File: src/rtl/muldiv_sequencer_pkg.sv
// Shared types and constants for the multiply/divide sequencer.
package muldiv_sequencer_pkg;

  typedef enum logic [2:0] {
    StIdle   = 3'd0,
    StMStart = 3'd1,
    StMWait  = 3'd2,
    StDStart = 3'd3,
    StDWait  = 3'd4,
    StWrite  = 3'd5,
    StFin    = 3'd6,
    StErr    = 3'd7
  } state_e;

  localparam logic OP_MULT       = 1'b0;
  localparam logic OP_DIV        = 1'b1;
  localparam logic HILO_SEL_MULT = 1'b0;
  localparam logic HILO_SEL_DIV  = 1'b1;

  function automatic logic is_start_state(state_e s);
    return (s == StMStart) || (s == StDStart);
  endfunction

  function automatic logic is_wait_state(state_e s);
    return (s == StMWait) || (s == StDWait);
  endfunction

endpackage

File: src/rtl/muldiv_watchdog.sv
// Watchdog counter bounding how long the sequencer waits for a unit's done flag.
module muldiv_watchdog #(
  parameter int unsigned TIMEOUT_CYCLES = 64,
  parameter int unsigned CNT_W          = 7
) (
  input  logic i_clock,
  input  logic i_reset,
  input  logic i_clear,
  input  logic i_enable,
  output logic o_expire
);

  localparam logic [CNT_W-1:0] LIMIT = CNT_W'(TIMEOUT_CYCLES - 1);

  logic [CNT_W-1:0] r_cnt;
  logic             w_at_limit;

  assign w_at_limit = (r_cnt == LIMIT);
  assign o_expire   = i_enable & w_at_limit;

  // Saturates at the limit so a late fim can never see a wrapped count.
  always_ff @(posedge i_clock or negedge i_reset) begin
    if (!i_reset) begin
      r_cnt <= '0;
    end else if (i_clear) begin
      r_cnt <= '0;
    end else if (i_enable && !w_at_limit) begin
      r_cnt <= r_cnt + 1'b1;
    end
  end

endmodule

File: src/rtl/muldiv_sequencer.sv
// Sequences the shared multiplier/divider: start pulse, wait for done, load HI/LO or raise
// an exception. All outputs are registered and decoded from the next state.
module muldiv_sequencer
  import muldiv_sequencer_pkg::*;
#(
  parameter int unsigned TIMEOUT_CYCLES = 64,
  parameter int unsigned CNT_W          = 7
) (
  input  logic i_clock,
  input  logic i_reset,
  input  logic i_op_valid,
  input  logic i_op_kind,
  input  logic i_mult_fim,
  input  logic i_div_fim,
  input  logic i_div_zero,
  output logic o_mult_start,
  output logic o_div_start,
  output logic o_hi_write,
  output logic o_lo_write,
  output logic o_hilo_sel,
  output logic o_busy,
  output logic o_done,
  output logic o_exc_div0,
  output logic o_exc_tmo
);

  state_e r_state, w_state_d;
  logic   r_op, w_op_d;
  logic   r_err_div0, w_err_div0_d;
  logic   w_expire;

  logic r_mult_start, r_div_start, r_hi_write, r_lo_write, r_hilo_sel;
  logic r_busy, r_done, r_exc_div0, r_exc_tmo;
  logic w_mult_start_d, w_div_start_d, w_write_d, w_hilo_sel_d;
  logic w_busy_d, w_done_d, w_exc_div0_d, w_exc_tmo_d;

  muldiv_watchdog #(
    .TIMEOUT_CYCLES(TIMEOUT_CYCLES),
    .CNT_W         (CNT_W)
  ) u_watchdog (
    .i_clock (i_clock),
    .i_reset (i_reset),
    .i_clear (is_start_state(r_state)),
    .i_enable(is_wait_state(r_state)),
    .o_expire(w_expire)
  );

  always_comb begin
    w_state_d    = r_state;
    w_op_d       = r_op;
    w_err_div0_d = r_err_div0;
    case (r_state)
      StIdle: begin
        if (i_op_valid) begin
          w_op_d    = i_op_kind;
          w_state_d = (i_op_kind == OP_DIV) ? StDStart : StMStart;
        end
      end
      StMStart: w_state_d = StMWait;
      StDStart: w_state_d = StDWait;
      StMWait: begin
        if (i_mult_fim) begin
          w_state_d = StWrite;
        end else if (w_expire) begin
          w_state_d    = StErr;
          w_err_div0_d = 1'b0;
        end
      end
      StDWait: begin
        // Divide-by-zero outranks both a simultaneous done and the watchdog.
        if (i_div_zero) begin
          w_state_d    = StErr;
          w_err_div0_d = 1'b1;
        end else if (i_div_fim) begin
          w_state_d = StWrite;
        end else if (w_expire) begin
          w_state_d    = StErr;
          w_err_div0_d = 1'b0;
        end
      end
      StWrite: w_state_d = StFin;
      StFin:   w_state_d = StIdle;
      StErr:   w_state_d = StIdle;
      default: w_state_d = StIdle;
    endcase
  end

  always_comb begin
    w_mult_start_d = (w_state_d == StMStart);
    w_div_start_d  = (w_state_d == StDStart);
    w_write_d      = (w_state_d == StWrite);
    w_hilo_sel_d   = HILO_SEL_MULT;
    if ((w_state_d == StWrite || w_state_d == StFin) && w_op_d == OP_DIV) begin
      w_hilo_sel_d = HILO_SEL_DIV;
    end
    w_busy_d     = (w_state_d != StIdle);
    w_done_d     = (w_state_d == StFin);
    w_exc_div0_d = (w_state_d == StErr) && w_err_div0_d;
    w_exc_tmo_d  = (w_state_d == StErr) && !w_err_div0_d;
  end

  always_ff @(posedge i_clock or negedge i_reset) begin
    if (!i_reset) begin
      r_state      <= StIdle;
      r_op         <= OP_MULT;
      r_err_div0   <= 1'b0;
      r_mult_start <= 1'b0;
      r_div_start  <= 1'b0;
      r_hi_write   <= 1'b0;
      r_lo_write   <= 1'b0;
      r_hilo_sel   <= 1'b0;
      r_busy       <= 1'b0;
      r_done       <= 1'b0;
      r_exc_div0   <= 1'b0;
      r_exc_tmo    <= 1'b0;
    end else begin
      r_state      <= w_state_d;
      r_op         <= w_op_d;
      r_err_div0   <= w_err_div0_d;
      r_mult_start <= w_mult_start_d;
      r_div_start  <= w_div_start_d;
      r_hi_write   <= w_write_d;
      r_lo_write   <= w_write_d;
      r_hilo_sel   <= w_hilo_sel_d;
      r_busy       <= w_busy_d;
      r_done       <= w_done_d;
      r_exc_div0   <= w_exc_div0_d;
      r_exc_tmo    <= w_exc_tmo_d;
    end
  end

  assign o_mult_start = r_mult_start;
  assign o_div_start  = r_div_start;
  assign o_hi_write   = r_hi_write;
  assign o_lo_write   = r_lo_write;
  assign o_hilo_sel   = r_hilo_sel;
  assign o_busy       = r_busy;
  assign o_done       = r_done;
  assign o_exc_div0   = r_exc_div0;
  assign o_exc_tmo    = r_exc_tmo;

endmodule
File: config.mk
export PLATFORM = sky130hd
export DESIGN_NAME = muldiv_sequencer
export DESIGN_NICKNAME = d
export VERILOG_FILES = /design/src/rtl/muldiv_sequencer_pkg.sv /design/src/rtl/muldiv_watchdog.sv /design/src/rtl/muldiv_sequencer.sv
export SDC_FILE = /design/constraint.sdc
export NUM_CORES = 1
export LEC_CHECK = 0
export ABC_AREA = 1
export CAP_MARGIN = 15
export CORE_MARGIN = 5
export CORE_UTILIZATION = 35
export CTS_BUF_LIST = sky130_fd_sc_hd__clkbuf_8
export DETAILED_ROUTE_END_ITERATION = 8
export PLACE_DENSITY_LB_ADDON = 0.2
export SLEW_MARGIN = 20
export SYNTH_ARGS = -nofsm -noshare
export SYNTH_HDL_FRONTEND = slang
export SYNTH_SLANG_ARGS = --single-unit
File: constraint.sdc
create_clock -name i_clock -period 3.65 [get_ports i_clock]
set_clock_uncertainty 0.15 [all_clocks]
set_input_delay 0.365 -clock i_clock [delete_from_list [all_inputs] [get_ports i_clock]]
set_output_delay 0.365 -clock i_clock [all_outputs]
set_load 0.02 [all_outputs]
==> Word-level counts from Yosys, hierarchy flattened <==
Cells that the tools add are included.
{ "word_totals": {"ff_bits": 20, "inputBits": 7, "output_inout_bits": 9, "wordCells": 57} }
{ "classes": {"n_addsub": 1, "eq_ne": 13, "muxes": 17, "bitwise": 1, "reduce_logical": 13} }
{ "ops": {"columns": ["op", "count"], "rows": [
  ["3-bit equality test, second input constant", 7],
  ["3-bit one-hot mux with 7 select lines", 1],
  ["3-bit 2-to-1 mux", 5],
  ["7-bit 2-to-1 mux", 2],
  ["3-bit by 2-bit equality test with 1-bit output, second input constant", 3],
  ["7-bit by 1-bit adder with 7-bit output, second input constant", 1],
  ["7-bit by 6-bit equality test with 1-bit output, second input constant", 1],
  ["1-bit 2-to-1 mux", 7],
  ["3-bit by 1-bit equality test with 1-bit output, second input constant", 2],
  ["1-bit logical AND", 4],
  ["3-bit zero test", 1],
  ["1-bit logical OR", 3],
  ["3-bit nonzero test", 1],
  ["1-bit zero test", 2],
  ["2-bit 2-to-1 mux", 1],
  ["1-bit one-hot mux with 2 select lines", 1],
  ["2-bit nonzero test", 1],
  ["2-bit OR reduction", 1],
  ["1-bit bitwise AND", 1]
]} }

==> Logic depth before layout (Yosys ltp) <==
{ "depth": {"depth_word": 11, "ltp_mapped": 9, "mapped_depth_nobuf": 9} }

==> Modules after synthesis <==
Synthesis repeated with hierarchy kept, for this count alone.
{ "hier_totals": {"cells_unflattened": 134, "hier_area_um2": 1102.3} }
{ "by_module_without_submodules": {"columns": ["module", "n_inst", "cells_per_inst", "area_per_inst_um2", "seq_area_each_um2"], "rows": [
  ["muldiv_sequencer", 1, 65, 619.3, 325.3],
  ["muldiv_watchdog", 1, 69, 483.0, 175.2]
]} }

==> Worst setup path after synthesis <==
Ideal clock, no wire load.
{ "synth_timing": {"kind": "register -> register", "startpoint": "register u_watchdog.r_cnt[0]", "endpoint": "register r_busy, in the netlist o_busy", "setup_time_ps": 121, "arrival_time_ps": 1296, "t_required_ps": 3379, "path_slack_ps": 2083, "stages_incl_launch_ff": 10, "n_path_buf": 0, "period_less_slack_ps": 1567, "cell_sequence": "dfrtp_1 > ha_1 > inv_2 > nor2_2 > nand2_2 > nand2_1 > nand2_2 > nand4_1 > nor2_2 > nand2_1"} }
{ "synth_between": {"elab_chain_len": 7, "word_cells_on_any_way": 8, "classes_between": "1 x eq/ne; 5 x mux; 1 x bitwise; 1 x reduce/logical"} }
{ "synth_lines": {"columns": ["item", "line", "text"], "rows": [
  ["start, declared", "muldiv_watchdog.sv:15", "logic [CNT_W-1:0] r_cnt;"],
  ["start signal, assigned", "muldiv_watchdog.sv:28", "r_cnt <= r_cnt + 1'b1;"],
  ["7-bit by 6-bit equality test with 1-bit output (*)", "muldiv_watchdog.sv:18", "assign w_at_limit = (r_cnt == LIMIT);"],
  ["1-bit bitwise AND (*)", "muldiv_watchdog.sv:19", "assign o_expire = i_enable & w_at_limit;"],
  ["3-bit 2-to-1 mux (*)", "muldiv_sequencer.sv:64, muldiv_sequencer.sv:76", null],
  ["3-bit 2-to-1 mux", "muldiv_sequencer.sv:74", "end else if (i_div_fim) begin"],
  ["3-bit 2-to-1 mux", "muldiv_sequencer.sv:71", "if (i_div_zero) begin"],
  ["3-bit one-hot mux with 7 select lines (*)", "muldiv_sequencer.sv:52", "case (r_state)"],
  ["net w_state_d[2]", "muldiv_sequencer.sv:27", "state_e r_state, w_state_d;"],
  ["3-bit nonzero test (*)", "muldiv_sequencer.sv:96", "w_busy_d = (w_state_d != StIdle);"],
  ["net w_busy_d", "muldiv_sequencer.sv:35", "logic w_busy_d, w_done_d, w_exc_div0_d, w_exc_tmo_d;"],
  ["end signal, assigned", "muldiv_sequencer.sv:125", "r_busy <= w_busy_d;"],
  ["end, declared", "muldiv_sequencer.sv:33", "logic r_busy, r_done, r_exc_div0, r_exc_tmo;"]
]} }
Mark *: on every way through the listed nets, which the timed path passes. The rest lies on a longest branch.
A chain may end at the register's enable or synchronous reset.

==> flow_metrics.py <==
metrics = {
    "timing": {
        "rsz0062_at_grt": "false",
        "setup_slack_ns": 1.93,
        "fin_crit_sh_pct": 47.1,
        "clock.fmax_mhz": 581,
        "worstMarginPinSlew_ns": 0.898,
        "hold_viol": 0,
        "period_minus_slack_ns": 1.72,
        "fin_setup_tns_ns": 0,
        "slew_violations": 0,
        "timing.slew.headroom_pct": 39.9,
        "finalSetupViolCount": 0,
    },
    "finish": {
        "drive_gt1_share_pct": 25.4,
        "diodes": 0,
        "multiInputGateArea_sq_um": 440,
        "regArea_sq_um": 500,
        "area_growth_pct": 24.7,
        "nets": 135,
        "fill_cells": 272,
    },
    "clock_network": {
        "cts.htree.levels": 1,
        "clk_pin_slew_ns": 0.08,
        "cts_tree": "built",
        "cts_max_path_buffers": 2,
        "cts_root_buf": "clkbuf_8",
        "clock_latency_ns": 0.26,
        "cts_resized": 0,
        "hold_buffers": 0,
        "cts_buffers": 3,
        "clock_sinks": 20,
        "cts_setup_buffers": 0,
    },
    "setup_path": {
        "worstPathRequired_ns": 3.13,
        "crit_chain": "clkdlybuf4s50_1",
        "cp-startpoint": "o_lo_write$_DFF_PN0_",
        "critPathCaptureType": "output pin",
        "cp_data_arrival_time_ns": 1.21,
        "critPathLaunchType": "register",
        "r2r_cells": 9,
        "worst-r2r-setup-slack_ns": 1.94,
        "critPathMaxStageDelay_ns": 0.61,
        "path_max_fanout": 2,
        "worst-path-buf-inv": 1,
        "crit_type": "reg2out",
        "crit_family": "buffers and inverters",
        "r2r-end": "o_busy$_DFF_PN0_",
        "r2r_start": "u_watchdog.r_cnt[0]$_DFFE_PN0P_",
        "slowest_stage": "clkdlybuf4s50_1",
    },
    "synthesis": {
        "netlist_instances": 108,
        "synth-seq-cells": 20,
        "synthesis.area_sq_mm": 0.00102,
        "yosys_warnings": 0,
        "synth_edf_count": 0,
        "netlist_top_cells_area": "dfrtp_1 49%, inv_1 5.5%, nand2_1 4.8%",
        "synth.most_common_cell": "dfrtp_1",
        "yosysTopAreaCellShare_pct": 48.9,
        "synth.distinct_cells": 31,
        "ys.flop_type": "dfrtp_1",
        "synth_top_cells_by_count": "20 x dfrtp_1, 15 x inv_1, 13 x nand2_1",
        "synth_seq_area_share_pct": 48.9,
        "synthArstFlopShare_pct": 100,
        "syn-mean-instance-area_sq_um": 9.48,
        "syn-num-nets": 116,
        "yosysTopAreaCell": "dfrtp_1",
    },
    "global_route": {
        "grt.overflow.total": 0,
        "grt_max_degree": 21,
        "grt_pass1_wl_mm": 3.17,
        "antenna_found_initial": 0,
        "grt_usage_pct": 9.86,
        "grt_pass1_vias": 755,
    },
    "floorplan": {
        "dieHeight_microns": 64.1,
        "core-area_sq_mm": 0.00278,
        "dieWidth_microns": 64.1,
        "ioPinCount": 16,
        "rows": 19,
        "die_area_sq_mm": 0.00411,
        "initial_core_util_pct": 36.8,
    },
    "drt": {
        "wl_per_cell_microns": 11.8,
        "drtIter0Drc": 15,
        "postRouteAntennaNets": 0,
        "routed_wl_mm": 1.86,
        "dr.pass1.iters": 4,
        "via_per_inst": 4.75,
        "vias": 746,
        "drc": 0,
    },
    "min_path": {
        "hp-class": "reg2reg",
        "min_from": "r_err_div0$_DFF_PN0_",
        "hold_end": "r_err_div0$_DFF_PN0_",
        "whs_path_depth": 2,
    },
    "power_and_ir_drop": {
        "power_density_mw_per_mm2": 779,
        "irDropWorstVdd_mv": 0.491,
        "leakagePower_nw": 0.634,
        "power.switching_mw": 0.397,
        "power_frac_seq_pct": 33.4,
        "pwr-share-comb_pct": 44.2,
        "clkPwrFrac_pct": 22.3,
        "cellInternalPower_mw": 0.598,
        "swShare_pct": 39.9,
    },
    "flow_run": {
        "drv_cap": 0,
    },
    "placement": {
        "hpwlAfterDp_mm": 1.48,
        "place_congestion": 0.761,
        "pre_cts_slack_ns": 1.93,
        "io_buffers": 15,
    },
    "run_status": {
        "run_status": "complete, no violations",
    },
}
-- how the worst max path moves through the flow --
stage	to	slack, ns	depth (start not counted)
after floorplan	o_busy$_DFF_PN0_	2.08	9
after global placement	o_hilo_sel$_DFF_PN0_	1.96	6
after detailed placement	o_hilo_sel$_DFF_PN0_	1.93	6
after CTS	o_hilo_sel	1.91	1
after global routing	o_exc_tmo$_DFF_PN0_	1.84	9
final	o_hi_write	1.93	1
-- layer usage --
layer / vias up / routed length [microns] / track usage [%]
met3: 4 / 82 / 4.73
met5: - / 0 / 0
li1: 378 / - / -
met4: 0 / 27 / 3.12
met2: 13 / 969 / 17.2
met1: 351 / 779 / 10.4
-- registers in the layout (all words and copies together) (netlist names) --
name	count
o_busy	1
o_div_start	1
o_done	1
o_exc_div0	1
o_exc_tmo	1
o_hilo_sel	1
o_lo_write	1
o_mult_start	1
r_err_div0	1
r_op	1
r_state	3
u_watchdog.r_cnt	7
-- kinds of logic (layout without fill, tap and decap cells) --
group	Yosys count	in the layout	synth area share [%]
compound gates	13	13	8.31
xor+xnor	1	1	0.856
flops	20	20	48.9
simple gates	52	52	32.6
fa+ha+maj	1	1	1.22
buf+inv	21	39	8.07
-- power by group through the flow --
stage,sequential (mW),clock (mW),combinational (mW)
final,0.333,0.222,0.440
after global routing,0.343,0.236,0.484
after CTS,0.333,0.229,0.448
after detailed placement,0.337,0,0.445
after global placement,0.335,0,0.435
after floorplan,0.360,0,0.300
-- cells in the final DEF (no fill, tap or decap), drive strengths merged, types with 2 or more instances in the layout --
cell type,n
nand4,2
clkdlybuf4s50,15
nand3,10
o21ai,5
nor2,12
nand2,23
a21oi,4
inv,20
dfrtp,20
nor3,2
clkbuf,3
-- metrics by stage --
| step | instances | util (%) | cell area [sq um] | hold slack, ns | power [mW] |
|---|---|---|---|---|---|
| after floorplan | 108 | - | 1020 | -0.0806 | 0.660 |
| after global placement | 153 | 43.3 | 1200 | 0.338 | 0.770 |
| after detailed placement | 153 | 43.3 | 1200 | 0.344 | 0.783 |
| after CTS | 157 | 45.9 | 1280 | 0.363 | 1.01 |
| after global routing | 157 | 45.9 | 1280 | 0.385 | 1.06 |
| final | 157 | 45.9 | 1280 | 0.354 | 0.995 |
-- area by class of cell --
class | instances | area share [%]
multi-input cells | 67 | 34.5
well taps | 31 | 3.04
inverters | 20 | 5.88
repair buffers | 15 | 11.8
clock inverters | 1 | 2.35
flip-flops and latches | 20 | 39.2
clock buffers | 3 | 3.24
(Power assumes the default switching activity.)
